$ cat src/rtl/iterative_shifter.sv
// Multi-cycle shift unit: SLL/SRL/SRA/ROR, at most STEP bits per clock.
// Trades a full barrel shifter for ceil(shamt/STEP) iterations.
module iterative_shifter #(
  parameter int XLEN    = 32,
  parameter int STEP    = 1,
  parameter int SHAMT_W = $clog2(XLEN)
) (
  input  logic               clk,
  input  logic               reset,
  input  logic               start,
  input  logic               kill,
  input  logic [1:0]         op,
  input  logic [XLEN-1:0]    operand,
  input  logic [SHAMT_W-1:0] shamt,
  output logic               busy,
  output logic               done,
  output logic [XLEN-1:0]    result
);

  typedef enum logic [1:0] {
    S_IDLE  = 2'd0,
    S_SHIFT = 2'd1,
    S_DONE  = 2'd2
  } state_e;

  localparam logic [1:0] OP_SLL = 2'b00;
  localparam logic [1:0] OP_SRL = 2'b01;
  localparam logic [1:0] OP_ROR = 2'b10;
  localparam logic [1:0] OP_SRA = 2'b11;

  localparam logic [SHAMT_W-1:0] STEP_C = SHAMT_W'(STEP);
  localparam logic [SHAMT_W:0]   XLEN_C = (SHAMT_W+1)'(XLEN);

  state_e              state_q, state_d;
  logic [XLEN-1:0]     work_q, work_d;
  logic [XLEN-1:0]     result_q, result_d;
  logic [SHAMT_W-1:0]  rem_q, rem_d;
  logic [1:0]          op_q, op_d;
  logic                sign_q, sign_d;

  logic                accept;
  logic                last;
  logic [SHAMT_W-1:0]  k;
  logic [SHAMT_W:0]    k_inv;
  logic [SHAMT_W-1:0]  rem_next;
  logic [XLEN-1:0]     fill;
  logic [XLEN-1:0]     shifted;

  // Start is taken whenever not shifting; kill always wins.
  assign accept = start & ~kill & (state_q != S_SHIFT);

  always_comb begin
    k        = (rem_q < STEP_C) ? rem_q : STEP_C;
    k_inv    = XLEN_C - {1'b0, k};
    rem_next = rem_q - k;
    last     = (rem_next == '0);
    fill     = sign_q ? ~({XLEN{1'b1}} >> k) : '0;
    shifted  = work_q;
    unique case (op_q)
      OP_SLL:  shifted = work_q << k;
      OP_SRL:  shifted = work_q >> k;
      OP_SRA:  shifted = (work_q >> k) | fill;
      OP_ROR:  shifted = (work_q >> k) | (work_q << k_inv);
      default: shifted = work_q;
    endcase
  end

  always_ff @(posedge clk or negedge reset) begin
    if (!reset) begin
      state_q <= S_IDLE;
    end else begin
      state_q <= state_d;
    end
  end

  always_comb begin
    state_d = state_q;
    unique case (state_q)
      S_IDLE, S_DONE: begin
        if (accept) begin
          state_d = (shamt == '0) ? S_DONE : S_SHIFT;
        end else begin
          state_d = S_IDLE;
        end
      end
      S_SHIFT: begin
        if (kill) begin
          state_d = S_IDLE;
        end else if (last) begin
          state_d = S_DONE;
        end
      end
      default: state_d = S_IDLE;
    endcase
  end

  always_comb begin
    busy = 1'b0;
    done = 1'b0;
    unique case (state_q)
      S_SHIFT: busy = 1'b1;
      S_DONE:  done = 1'b1;
      default: begin
        busy = 1'b0;
        done = 1'b0;
      end
    endcase
  end

  always_comb begin
    work_d   = work_q;
    rem_d    = rem_q;
    op_d     = op_q;
    sign_d   = sign_q;
    result_d = result_q;
    if (accept) begin
      work_d = operand;
      rem_d  = shamt;
      op_d   = op;
      sign_d = operand[XLEN-1];
      if (shamt == '0) begin
        result_d = operand;
      end
    end else if ((state_q == S_SHIFT) && !kill) begin
      work_d = shifted;
      rem_d  = rem_next;
      if (last) begin
        result_d = shifted;
      end
    end
  end

  always_ff @(posedge clk or negedge reset) begin
    if (!reset) begin
      work_q   <= '0;
      rem_q    <= '0;
      op_q     <= OP_SLL;
      sign_q   <= 1'b0;
      result_q <= '0;
    end else begin
      work_q   <= work_d;
      rem_q    <= rem_d;
      op_q     <= op_d;
      sign_q   <= sign_d;
      result_q <= result_d;
    end
  end

  assign result = result_q;

endmodule

$ cat config.mk
export PLATFORM = sky130hd
export DESIGN_NAME = iterative_shifter
export DESIGN_NICKNAME = d
export VERILOG_FILES = /design/src/rtl/iterative_shifter.sv
export SDC_FILE = /design/constraint.sdc
export NUM_CORES = 1
export LEC_CHECK = 0
export CAP_MARGIN = 20
export CELL_PAD_IN_SITES_DETAIL_PLACEMENT = 0
export CELL_PAD_IN_SITES_GLOBAL_PLACEMENT = 1
export CORE_MARGIN = 1.5
export CORE_UTILIZATION = 33
export DETAILED_ROUTE_END_ITERATION = 12
export GPL_ROUTABILITY_DRIVEN = 0
export MAX_ROUTING_LAYER = met4
export PLACE_DENSITY_LB_ADDON = 0.1
export SLEW_MARGIN = 20
export SYNTH_ARGS = -nofsm -noshare
export SYNTH_HDL_FRONTEND = slang
export SYNTH_SLANG_ARGS = --single-unit
$ cat constraint.sdc
create_clock -name clk -period 4.5 [get_ports clk]
set_input_delay 0.9 -clock clk [delete_from_list [all_inputs] [get_ports clk]]
set_output_delay 0.9 -clock clk [all_outputs]
set_load 0.005 [all_outputs]
* After elaboration in Yosys (flattened, before gate mapping)
Index checks and enable logic that the tools add are counted.
** Storage, ports and cells
- Register bits :: 74
- Input bits :: 43
- Output and inout bits :: 34
- Word-level logic and storage cells :: 55
** Operators by class
- Add/sub/neg operators :: 2
- $lt $le $gt $ge :: 1
- Eq/ne operators :: 8
- Shifts and indexed selects :: 4
- Multiplexer cells :: 18
- Bitwise logic cells :: 6
- Reductions and logical operators :: 10
** Operators with widths (count)
- two-way mux 32 bit :: 7
- one-hot mux 32 bit (4 select lines) :: 1
- bitwise OR 32 bit :: 2
- NOT 32 bit :: 1
- << shifter 32 x 5 -> 32 bit :: 1
- << shifter 32 x 6 -> 32 bit :: 1
- >> shifter 32 x 5 -> 32 bit :: 1
- >> shifter 32 x 5 -> 32 bit (first input constant) :: 1
- two-way mux 5 bit :: 3
- zero test 5 bit :: 2
- two-way mux 2 bit :: 4
- equality test 2 bit (second input constant) :: 3
- subtractor 6 x 5 -> 6 bit (first input constant) :: 1
- < comparator 5 x 1 -> 1 bit (second input constant) :: 1
- subtractor 5 bit :: 1
- equality test 2 x 1 -> 1 bit (second input constant) :: 2
- zero test 2 bit :: 2
- inequality test 2 x 1 -> 1 bit (second input constant) :: 2
- one-hot mux 2 bit (2 select lines) :: 1
- nonzero test 2 bit :: 2
- inequality test 3 bit (second input constant) :: 1
- AND reduction 3 bit :: 1
- AND 1 bit :: 2
- two-way mux 1 bit :: 2
- other kinds (4) :: 4

* Depth between registers and ports, before layout
Gate-level depths: netlist of run 1.
- Depth after elaboration :: 10
- Gate-level depth with buffers :: 16
- Depth with buffers taken out :: 12

* Least setup slack after synthesis of run 1
No wires, ideal clock.
- Kind :: reg-to-reg
- Start point :: register rem_q[1]
- End point :: register result_q[31] (netlist: result[31])
- Setup time :: 0.133 ns
- Arrival :: 3.559 ns
- Required time :: 4.367 ns
- Path slack :: 0.809 ns
- Stages on the path, launching flop included :: 14
- Buffers on the path :: 3
- Clock period less this slack :: 3.691 ns
- Cell sequence :: dfrtp_1 > nor3_4 > nand2_2 > inv_2 > buf_2 > buf_1 > ha_1 > clkbuf_1 > inv_1 > ha_1 > inv_1 > mux4_2 > a2111oi_2 > o21ai_1
** On the way
- Cells in the longest elaborated chain, start to end :: 10
- Elaborated cells on any way between the ends :: 19
- Those cells by class :: add/sub (2); order compare (1); shift (4); mux (6); bitwise (3); reduce/logical (3)
** RTL lines
- from (decl) :: RTL line 37 : logic [SHAMT_W-1:0] rem_q, rem_d;
- from (signal assigned) :: RTL line 142 : rem_q <= rem_d;
- parallel branches: the longest is 10 deep, another holds subtractor 6 x 5 -> 6 bit
- to (signal assigned) :: RTL line 145 : result_q <= result_d;
- to (decl) :: RTL line 36 : logic [XLEN-1:0] result_q, result_d;
Several ways; the timed one is not identified. The select of a mux whose other input is x is not followed.
A chain may end at the register's enable or synchronous reset.

* Worst setup path in the final report of run 1
- Start point :: register rem_q[4]
- End point :: register result_q[31] (netlist: result[31])
The elaborated chain is that of the path after synthesis.

==> results of run 1 <==
-- sequential cells by signal (all words and copies together) (netlist names) --
signal and flops:
state_q 2, result 32, sign_q 1, rem_q 5, work_q 32, op_q 2
-- stage by stage --
| stage | utilization | total power, mW | area, µm² | cells |
|---|---|---|---|---|
| 3_5_place_dp | 0.400 | 3.38 | 6110 | 892 |
| 6_report | 0.420 | 4.13 | 6410 | 908 |
| 5_1_grt | 0.420 | 4.44 | 6410 | 908 |
| 3_3_place_gp | 0.400 | 3.37 | 6110 | 892 |
| 2_1_floorplan | - | 2.54 | 5200 | 647 |
| 4_1_cts | 0.420 | 4.14 | 6410 | 908 |
-- cell type report --
type                            count  area, µm²  share of cell area
Sequential cell                    74       1850               0.289
Inverter                           10       37.5             0.00586
Tap cell                          211        264              0.0412
Clock buffer                       12        246              0.0385
Clock inverter                      4       51.3             0.00800
Multi-Input combinational cell    508       3100               0.484
Timing Repair Buffer               89        860               0.134
-- layer usage --
metal	part of all wire	routed length [µm]	track usage
met5	0	0	-
met3	0.063	1130	0.0428
met1	0.46	8290	0.317
met4	0.022	388	0.0707
met2	0.45	8110	0.347
-- cells in the mapped netlist (all sizes together) (5+ instances only) --
master	count	area (µm²)
inv	10	37.5
dfrtp	74	1850
and3	11	68.8
nand2b	7	43.8
a21oi	43	215
clkbuf	41	154
o221ai	5	43.8
a311oi	7	61.3
nor2	56	220
a31oi	34	213
ha	5	62.6
o211ai	9	67.6
mux4	13	293
o22ai	8	50.1
or3	7	43.8
nor3	11	77.6
nand2	118	445
buf	14	72.6
nor4	5	31.3
mux2i	7	70.1
o21ai	60	300
mux2	10	113
nand3	13	65.1
a211oi	15	113
o31ai	12	90.1
-- cell families after synthesis --
family,count (synthesis)
AOI/OAI and AO/OA,224
adders and majority gates,5
buffers and inverters,65
DFF,74
muxes,30
other,2
and+or+nand+nor,245
-- where the power goes --
group          leakage [nW]  internal [mW]  switching, mW
combinational          1.47          0.950           1.10
sequential            0.903          0.957          0.382
clock                 0.143          0.445          0.296
total                  2.52           2.35           1.78
-- critical path: stages (launching register included) --
cell,delay (ns)
dfrtp_1,0.48
nor2_4,0.41
nand2_2,0.10
inv_2,0.07
ha_1,0.13
buf_4,0.16
inv_1,0.13
ha_1,0.32
buf_4,0.21
inv_1,0.34
mux4_2,0.59
a2111oi_2,0.46
o21ai_1,0.13
-- worst min-delay path by stage --
stage | endpoint | from | depth (start not counted)
2_1_floorplan | work_q[31] | work_q[31] | 2
3_3_place_gp | result[12] | result[12] | 2
3_5_place_dp | result[24] | result[24] | 2
4_1_cts | result[2] | result[2] | 2
5_1_grt | result[8] | result[8] | 2
6_report | result[24] | result[24] | 2
==> results.sh, run 1 <==
export IMPL_worst_pin_slew_ns=0.717
export IMPL_grt_overflow_total=0
export IMPL_grt_start_max_net_pins=75
export IMPL_avgViaCountPerCell=5.90
export IMPL_grt_use_total=0.231
export IMPL_yosys_register_bits=74
export IMPL_num_nets_final=740
export IMPL_finalCriticalPeriod_ns=3.67
export IMPL_required_ns=4.71
export IMPL_peakVddDrop_mv=0.226
export IMPL_htreeDepth=3
export IMPL_num_io_pins=77
export IMPL_max_freq_ghz=0.273
export IMPL_die_area_um2=16500
export IMPL_p_leak_nw=2.52
export IMPL_hold_viol_final=0
export IMPL_crit_path_start="rem_q[4]"
export IMPL_cts_sinks=74
export IMPL_dieHeight_um=128
export IMPL_synth_cell_types=61
export IMPL_end_kind="flip-flop"
export IMPL_pwr_density_cell_nw_per_um2=644
export IMPL_drive_gt1_frac=0.0904
export IMPL_synth_cells=645
export IMPL_slew_limit_headroom=0.522
export IMPL_worst_slack_ns=0.834
export IMPL_status="finished clean"
export IMPL_synth_compound_area_frac=0.274
export IMPL_hold_buffers=0
export IMPL_slew_violations=0
export IMPL_hold_slack_ns=0.475
export IMPL_io_buffers=76
export IMPL_wl_mm=17.9
export IMPL_ys_warn_count=0
export IMPL_synthAdderAreaFrac=0.0120
export IMPL_insertedDiodeCount=0
export IMPL_post_cts_buffers=0
export IMPL_layout_commonest_cell="nand2_1"
export IMPL_clk_latency_ns=0.34
export IMPL_grt_pass1_wl_mm=28.4
export IMPL_cts_clk_slew_worst_paths_ns=0.06
export IMPL_pre_cts_ws_ns=0.788
export IMPL_ant_nets=0
export IMPL_netlist_area_um2=5190
export IMPL_cts_tree="yes"
export IMPL_synth_top_family_by_area="compound AO/OA/AOI/OAI gates"
export IMPL_coreArea_um2=15300
export IMPL_numCtsBuffers=9
export IMPL_synth_area_mux_share=0.0915
export IMPL_max_cap_violations=0
export IMPL_final_cell_mix="117 x nand2_1, 75 x clkdlybuf4s50_1, 74 x dfrtp_1"
export IMPL_drc_errors=0
export IMPL_synth_xor_area_frac=0
export IMPL_fillers=1571
export IMPL_timing_rr_end="result[31]"
export IMPL_ys_seq_area_frac=0.357
export IMPL_synth_edff_count=0
export IMPL_syn2layout_area_growth_pct=23.4
export IMPL_setup_viol=0
export IMPL_r2r_start="rem_q[4]"
export IMPL_die_w_um=128
export IMPL_rsz0062_at_grt="no"
export IMPL_antenna_found_initial=0
export IMPL_reg2reg_slack_ns=0.83
export IMPL_holdCritPathClass="flip-flop to flip-flop"
export IMPL_post_dp_hpwl_mm=12.3
export IMPL_routedWlPerCell_um=19.7
export IMPL_post_route_period_util=0.815
export IMPL_root_buffer="clkbuf_16"
export IMPL_critPathMaxFanout=24
export IMPL_reg2reg_depth=12
export IMPL_crit_path_end="result[31]"
export IMPL_tns_ns=0
export IMPL_drtIter0Drc=501
export IMPL_clk_path_buf_depth=2
export IMPL_synth_ff_type="dfrtp_1"
export IMPL_vias=5355
export IMPL_finClkSkew_ns=0.00831
export IMPL_path_class="flip-flop to flip-flop"
export IMPL_drt_first_pass_iters=5
export IMPL_syn_avg_cell_area_um2=8.05
export IMPL_synthArstFlopShare=1.00
export IMPL_cp_start_kind="flip-flop"
export IMPL_synth_simple_area_share=0.214
export IMPL_cts_resized=0
export IMPL_grt_pass1_vias=4970
export IMPL_start_util=0.340
export IMPL_crit_arrival_ns=3.88
export IMPL_fp_row_count=45
Note: power is estimated with default switching activity, not from simulation.
==> inputs of run 2 (changes only) <==
Clock period 4.5 ns to 3.7 ns, I/O delays scaled along.
==> run 2 against run 1 <==
  * Clock skew is 0.0023 ns lower
  * Die area stayed put
  * Power is 21% higher
  * Critical path type unchanged
  * Sequential share of layout area is 0.18 points lower
  * Clock-buffer cell count stayed put
  * First-iteration DRC count is 5.6% lower
  * Utilization is 0.26 points higher
  * Highest routed layer unchanged
  * Non-clock buffer count is 7 higher
  * Final cell count is 0.66% higher
  * Largest power group unchanged
==> results.sh, run 2 (synthesis results as in run 1) <==
export IMPL_grt_start_max_net_pins=75
export IMPL_clk_latency_ns=0.35
export IMPL_cts_tree="yes"
export IMPL_grt_pass1_vias=5062
export IMPL_post_cts_buffers=0
export IMPL_insertedDiodeCount=0
export IMPL_drtIter0Drc=473
export IMPL_hold_buffers=0
export IMPL_die_area_um2=16500
export IMPL_setup_viol=0
export IMPL_htreeDepth=3
export IMPL_end_kind="flip-flop"
export IMPL_slew_limit_headroom=0.357
export IMPL_critPathMaxFanout=25
export IMPL_syn2layout_area_growth_pct=24.2
export IMPL_layout_commonest_cell="nand2_1"
export IMPL_dieHeight_um=128
export IMPL_wl_mm=18.1
export IMPL_ant_nets=0
export IMPL_post_dp_hpwl_mm=12.8
export IMPL_grt_overflow_total=0
export IMPL_grt_use_total=0.235
export IMPL_num_io_pins=77
export IMPL_slew_violations=0
export IMPL_finalCriticalPeriod_ns=3.39
export IMPL_reg2reg_depth=10
export IMPL_final_cells=914
export IMPL_grt_pass1_wl_mm=29.0
export IMPL_post_route_period_util=0.915
export IMPL_drc_errors=0
export IMPL_peakVddDrop_mv=0.424
export IMPL_num_nets_final=747
export IMPL_tns_ns=0
export IMPL_path_class="flip-flop to flip-flop"
export IMPL_worst_pin_slew_ns=0.964
export IMPL_die_w_um=128
export IMPL_dr_wl_met2_mm=8.26
export IMPL_min_path_cells=2
export IMPL_clk_path_buf_depth=2
export IMPL_status="finished clean"
export IMPL_fillers=1575
export IMPL_cp_start_kind="flip-flop"
export IMPL_wl_met1_mm=8.32
export IMPL_fp_row_count=45
export IMPL_top_layer="met4"
export IMPL_vias=5323
export IMPL_numCtsBuffers=9
export IMPL_finClkSkew_ns=0.00605
export IMPL_holdCritPathClass="flip-flop to flip-flop"
export IMPL_hold_viol_final=0
export IMPL_dp_cells=899
export IMPL_routedWlPerCell_um=19.9
export IMPL_drt_first_pass_iters=5
export IMPL_avgViaCountPerCell=5.82
export IMPL_max_cap_violations=0
export IMPL_coreArea_um2=15300
export IMPL_p_leak_nw=2.56
export IMPL_rsz0062_at_grt="no"
export IMPL_io_buffers=76
export IMPL_drive_gt1_frac=0.101
export IMPL_max_freq_ghz=0.295
export IMPL_root_buffer="clkbuf_16"
export IMPL_crit_arrival_ns=3.58
export IMPL_antenna_found_initial=0
export IMPL_start_util=0.340
export IMPL_route_met3_wl_mm=1.07
export IMPL_cts_clk_slew_worst_paths_ns=0.06
export IMPL_cts_sinks=74
export IMPL_required_ns=3.89
export IMPL_pwr_density_cell_nw_per_um2=774
export IMPL_final_cell_mix="117 x nand2_1, 75 x clkdlybuf4s50_1, 74 x dfrtp_1"
run 2: final timing paths:
| path | from | endpoint | slack [ns] |
|---|---|---|---|
| worst max register to register | rem_q[4] | result[29] | 0.31 |
| max in group asynchronous | reset | op_q[1] | 2.54 |
| worst min register to register | result[24] | result[24] | 0.48 |
| worst min-delay path | result[24] | result[24] | 0.48 |
| min in group asynchronous | reset | result[14] | 0.54 |
| worst max-delay path | rem_q[4] | result[29] | 0.31 |
run 2: cell type report:
cell class                 instances  area [µm²]  area share
sequential                        74        1850       0.287
multi-input combinational        508        3100       0.481
timing repair buffer              96         921       0.143
tap                              211         264      0.0409
clock inverter                     3        15.0     0.00233
clock buffer                      12         256      0.0398
inverter                          10        37.5     0.00582
run 2: metrics by stage:
step	hold slack [ns]	setup WS, ns	instance area [µm²]	util	power (mW)
after global placement	0.462	0.455	6170	0.405	4.15
after detailed placement	0.470	0.319	6170	0.405	4.16
after floorplan	0.444	0.00853	5200	-	3.09
final	0.475	0.315	6450	0.423	5.00
after global routing	0.503	0.0807	6450	0.423	5.36
after CTS	0.482	0.318	6440	0.422	5.00
run 2: report_power, final:
group | total (mW) | switching [mW] | internal (mW)
sequential | 1.65 | 0.482 | 1.16
combinational | 2.52 | 1.34 | 1.18
clock | 0.829 | 0.345 | 0.483
total | 5.00 | 2.17 | 2.83
run 2: metal layers:
metal / GRT usage / vias up
met5: - / -
met4: 0.0853 / 0
met3: 0.0416 / 33
met2: 0.353 / 189
met1: 0.319 / 2608
li1: - / 2493
run 2: critical path, stage by stage (launching register included):
cell	delay, ns
dfrtp_1	0.47
nor2_4	0.41
nand2_2	0.30
buf_12	0.25
ha_1	0.33
inv_1	0.27
buf_4	0.22
a32oi_1	0.10
and3_1	0.21
o31ai_1	0.46
a41oi_1	0.19
run 2: repair_timing:
action | in CTS | in global routing
gates resized for setup | 0 | 1
hold endpoints to repair | 0 | 0
endpoints found under the setup margin | 0 | 2
==> inputs of run 3 (changes only) <==
Settings changed: CAP_MARGIN 20 to not set, SETUP_SLACK_MARGIN set to 0.3.
Clock period 3.7 ns to 3.57 ns, I/O delays scaled along.
==> run 3 against run 2 <==
  * Sequential power up 3%
  * Non-clock buffer count unchanged
  * Register-to-register slack improved by 0.24 ns
==> results.sh, run 3 (synthesis results as in run 1) <==
export IMPL_critPathSlowestCell="or2_2"
export IMPL_drc_errors=0
export IMPL_io_buffers=76
export IMPL_root_buffer="clkbuf_16"
export IMPL_max_cap_violations=0
export IMPL_tns_ns=0
export IMPL_finClkSkew_ns=0.00657
export IMPL_clk_path_buf_depth=2
export IMPL_cp_start_kind="flip-flop"
export IMPL_reg2reg_slack_ns=0.56
export IMPL_die_area_um2=16500
export IMPL_drt_first_pass_iters=5
export IMPL_grt_overflow_total=0
export IMPL_cts_resized=0
export IMPL_layout_commonest_cell="nand2_1"
export IMPL_holdCritPathClass="primary input to asynchronous set/reset pin"
export IMPL_start_util=0.340
export IMPL_timing_rr_end="result[17]"
export IMPL_ant_nets=0
export IMPL_final_cell_mix="117 x nand2_1, 75 x clkdlybuf4s50_1, 74 x dfrtp_1"
export IMPL_fillers=1568
export IMPL_routedWlPerCell_um=19.8
export IMPL_crit_family="simple AND/OR/NAND/NOR gates"
export IMPL_hold_slack_ns=0.400
export IMPL_timing_critical_path_mode_cell="or2_2"
export IMPL_max_freq_ghz=0.332
export IMPL_critPathMaxFanout=13
export IMPL_slowest_delay_ns=0.48
export IMPL_vias=5285
export IMPL_reg2reg_depth=9
export IMPL_grt_use_total=0.234
export IMPL_antenna_found_initial=0
export IMPL_power_total_mw=5.24
export IMPL_numCtsBuffers=9
export IMPL_post_route_period_util=0.843
export IMPL_end_kind="flip-flop"
export IMPL_status="finished clean"
export IMPL_die_w_um=128
export IMPL_grt_pass1_vias=5082
export IMPL_grt_start_max_net_pins=75
export IMPL_htreeDepth=3
export IMPL_insertedDiodeCount=0
export IMPL_avgViaCountPerCell=5.79
export IMPL_coreArea_um2=15300
export IMPL_setup_viol=0
export IMPL_post_dp_hpwl_mm=12.7
export IMPL_finalCriticalPeriod_ns=3.01
export IMPL_path_cells="or2_2, nor3_1, or2_2, ha_1, nand3_1, mux2i_1, and2_1, buf_4, mux2_2"
export IMPL_required_ns=3.80
export IMPL_drive_gt1_frac=0.101
export IMPL_num_nets_final=747
export IMPL_cts_clk_slew_worst_paths_ns=0.06
export IMPL_hold_buffers=0
export IMPL_syn2layout_area_growth_pct=24.7
export IMPL_clk_latency_ns=0.35
export IMPL_r2r_start="rem_q[4]"
export IMPL_p_leak_nw=2.57
export IMPL_hold_viol_final=0
export IMPL_path_class="flip-flop to flip-flop"
export IMPL_grt_pass1_wl_mm=28.8
export IMPL_crit_arrival_ns=3.24
export IMPL_crit_buf_inv=1
export IMPL_peakVddDrop_mv=0.272
export IMPL_worst_pin_slew_ns=0.704
export IMPL_cts_sinks=74
export IMPL_drtIter0Drc=455
export IMPL_num_io_pins=77
export IMPL_wl_mm=18.1
export IMPL_slew_violations=0
export IMPL_fp_row_count=45
export IMPL_rsz0062_at_grt="no"
export IMPL_pwr_density_cell_nw_per_um2=808
export IMPL_cts_tree="yes"
export IMPL_slew_limit_headroom=0.531
export IMPL_dieHeight_um=128
==> run 3: final cells by class <==
type                    count  area, µm²  area share
clock buffers              11        253      0.0390
clock inverters             3       40.0     0.00618
inverters                  10       40.0     0.00618
multi-input cells         508       3120       0.481
flip-flops and latches     74       1850       0.286
well taps                 211        264      0.0408
repair buffers             96        912       0.141
==> run 3: repair_timing <==
action,4_1_cts,5_1_grt
setup endpoints to repair,0,12
setup buffers,0,1
endpoints found under the hold margin,0,0
==> run 3: layer usage <==
metal  vias up  global-route usage  routed length, µm
met4         0              0.0780                385
met5         -                   -                  0
met2       204               0.358               8360
met1      2563               0.314               8160
li1       2486                   -                  -
met3        32              0.0412               1180
==> run 3: worst reg2reg max path, cell delays in order, from the launching register on <==
cell and delay (ns):
dfrtp_1 0.47, or2_2 0.48, nor3_1 0.23, or2_2 0.17, ha_1 0.18, nand3_1 0.15
mux2i_1 0.24, and2_1 0.39, buf_4 0.24, mux2_2 0.35
==> run 3: power breakdown <==
group	switching, mW	internal [mW]	total (mW)
sequential	0.491	1.21	1.70
clock	0.357	0.569	0.926
combinational	1.39	1.22	2.61
total	2.24	3.00	5.24
==> run 3: how the worst max path moves through the flow <==
stage                   from         end  slack, ns  cells past startpoint
floorplan           rem_q[3]  result[31]       0.31                     14
CTS                 rem_q[3]  result[29]       0.41                      9
global placement    rem_q[3]  result[29]       0.47                      9
global route        rem_q[4]  result[17]       0.35                      9
finish              rem_q[4]  result[17]       0.56                      9
detailed placement  rem_q[3]  result[29]       0.40                      9
==> run 3: metrics by stage <==
| stage | instances | worst slack [ns] | instance area [µm²] | util |
|---|---|---|---|---|
| floorplan | 647 | 0.308 | 5230 | - |
| global placement | 898 | 0.468 | 6170 | 0.405 |
| detailed placement | 898 | 0.397 | 6170 | 0.405 |
| CTS | 912 | 0.409 | 6470 | 0.424 |
| global route | 913 | 0.349 | 6480 | 0.425 |
| finish | 913 | 0.559 | 6480 | 0.425 |
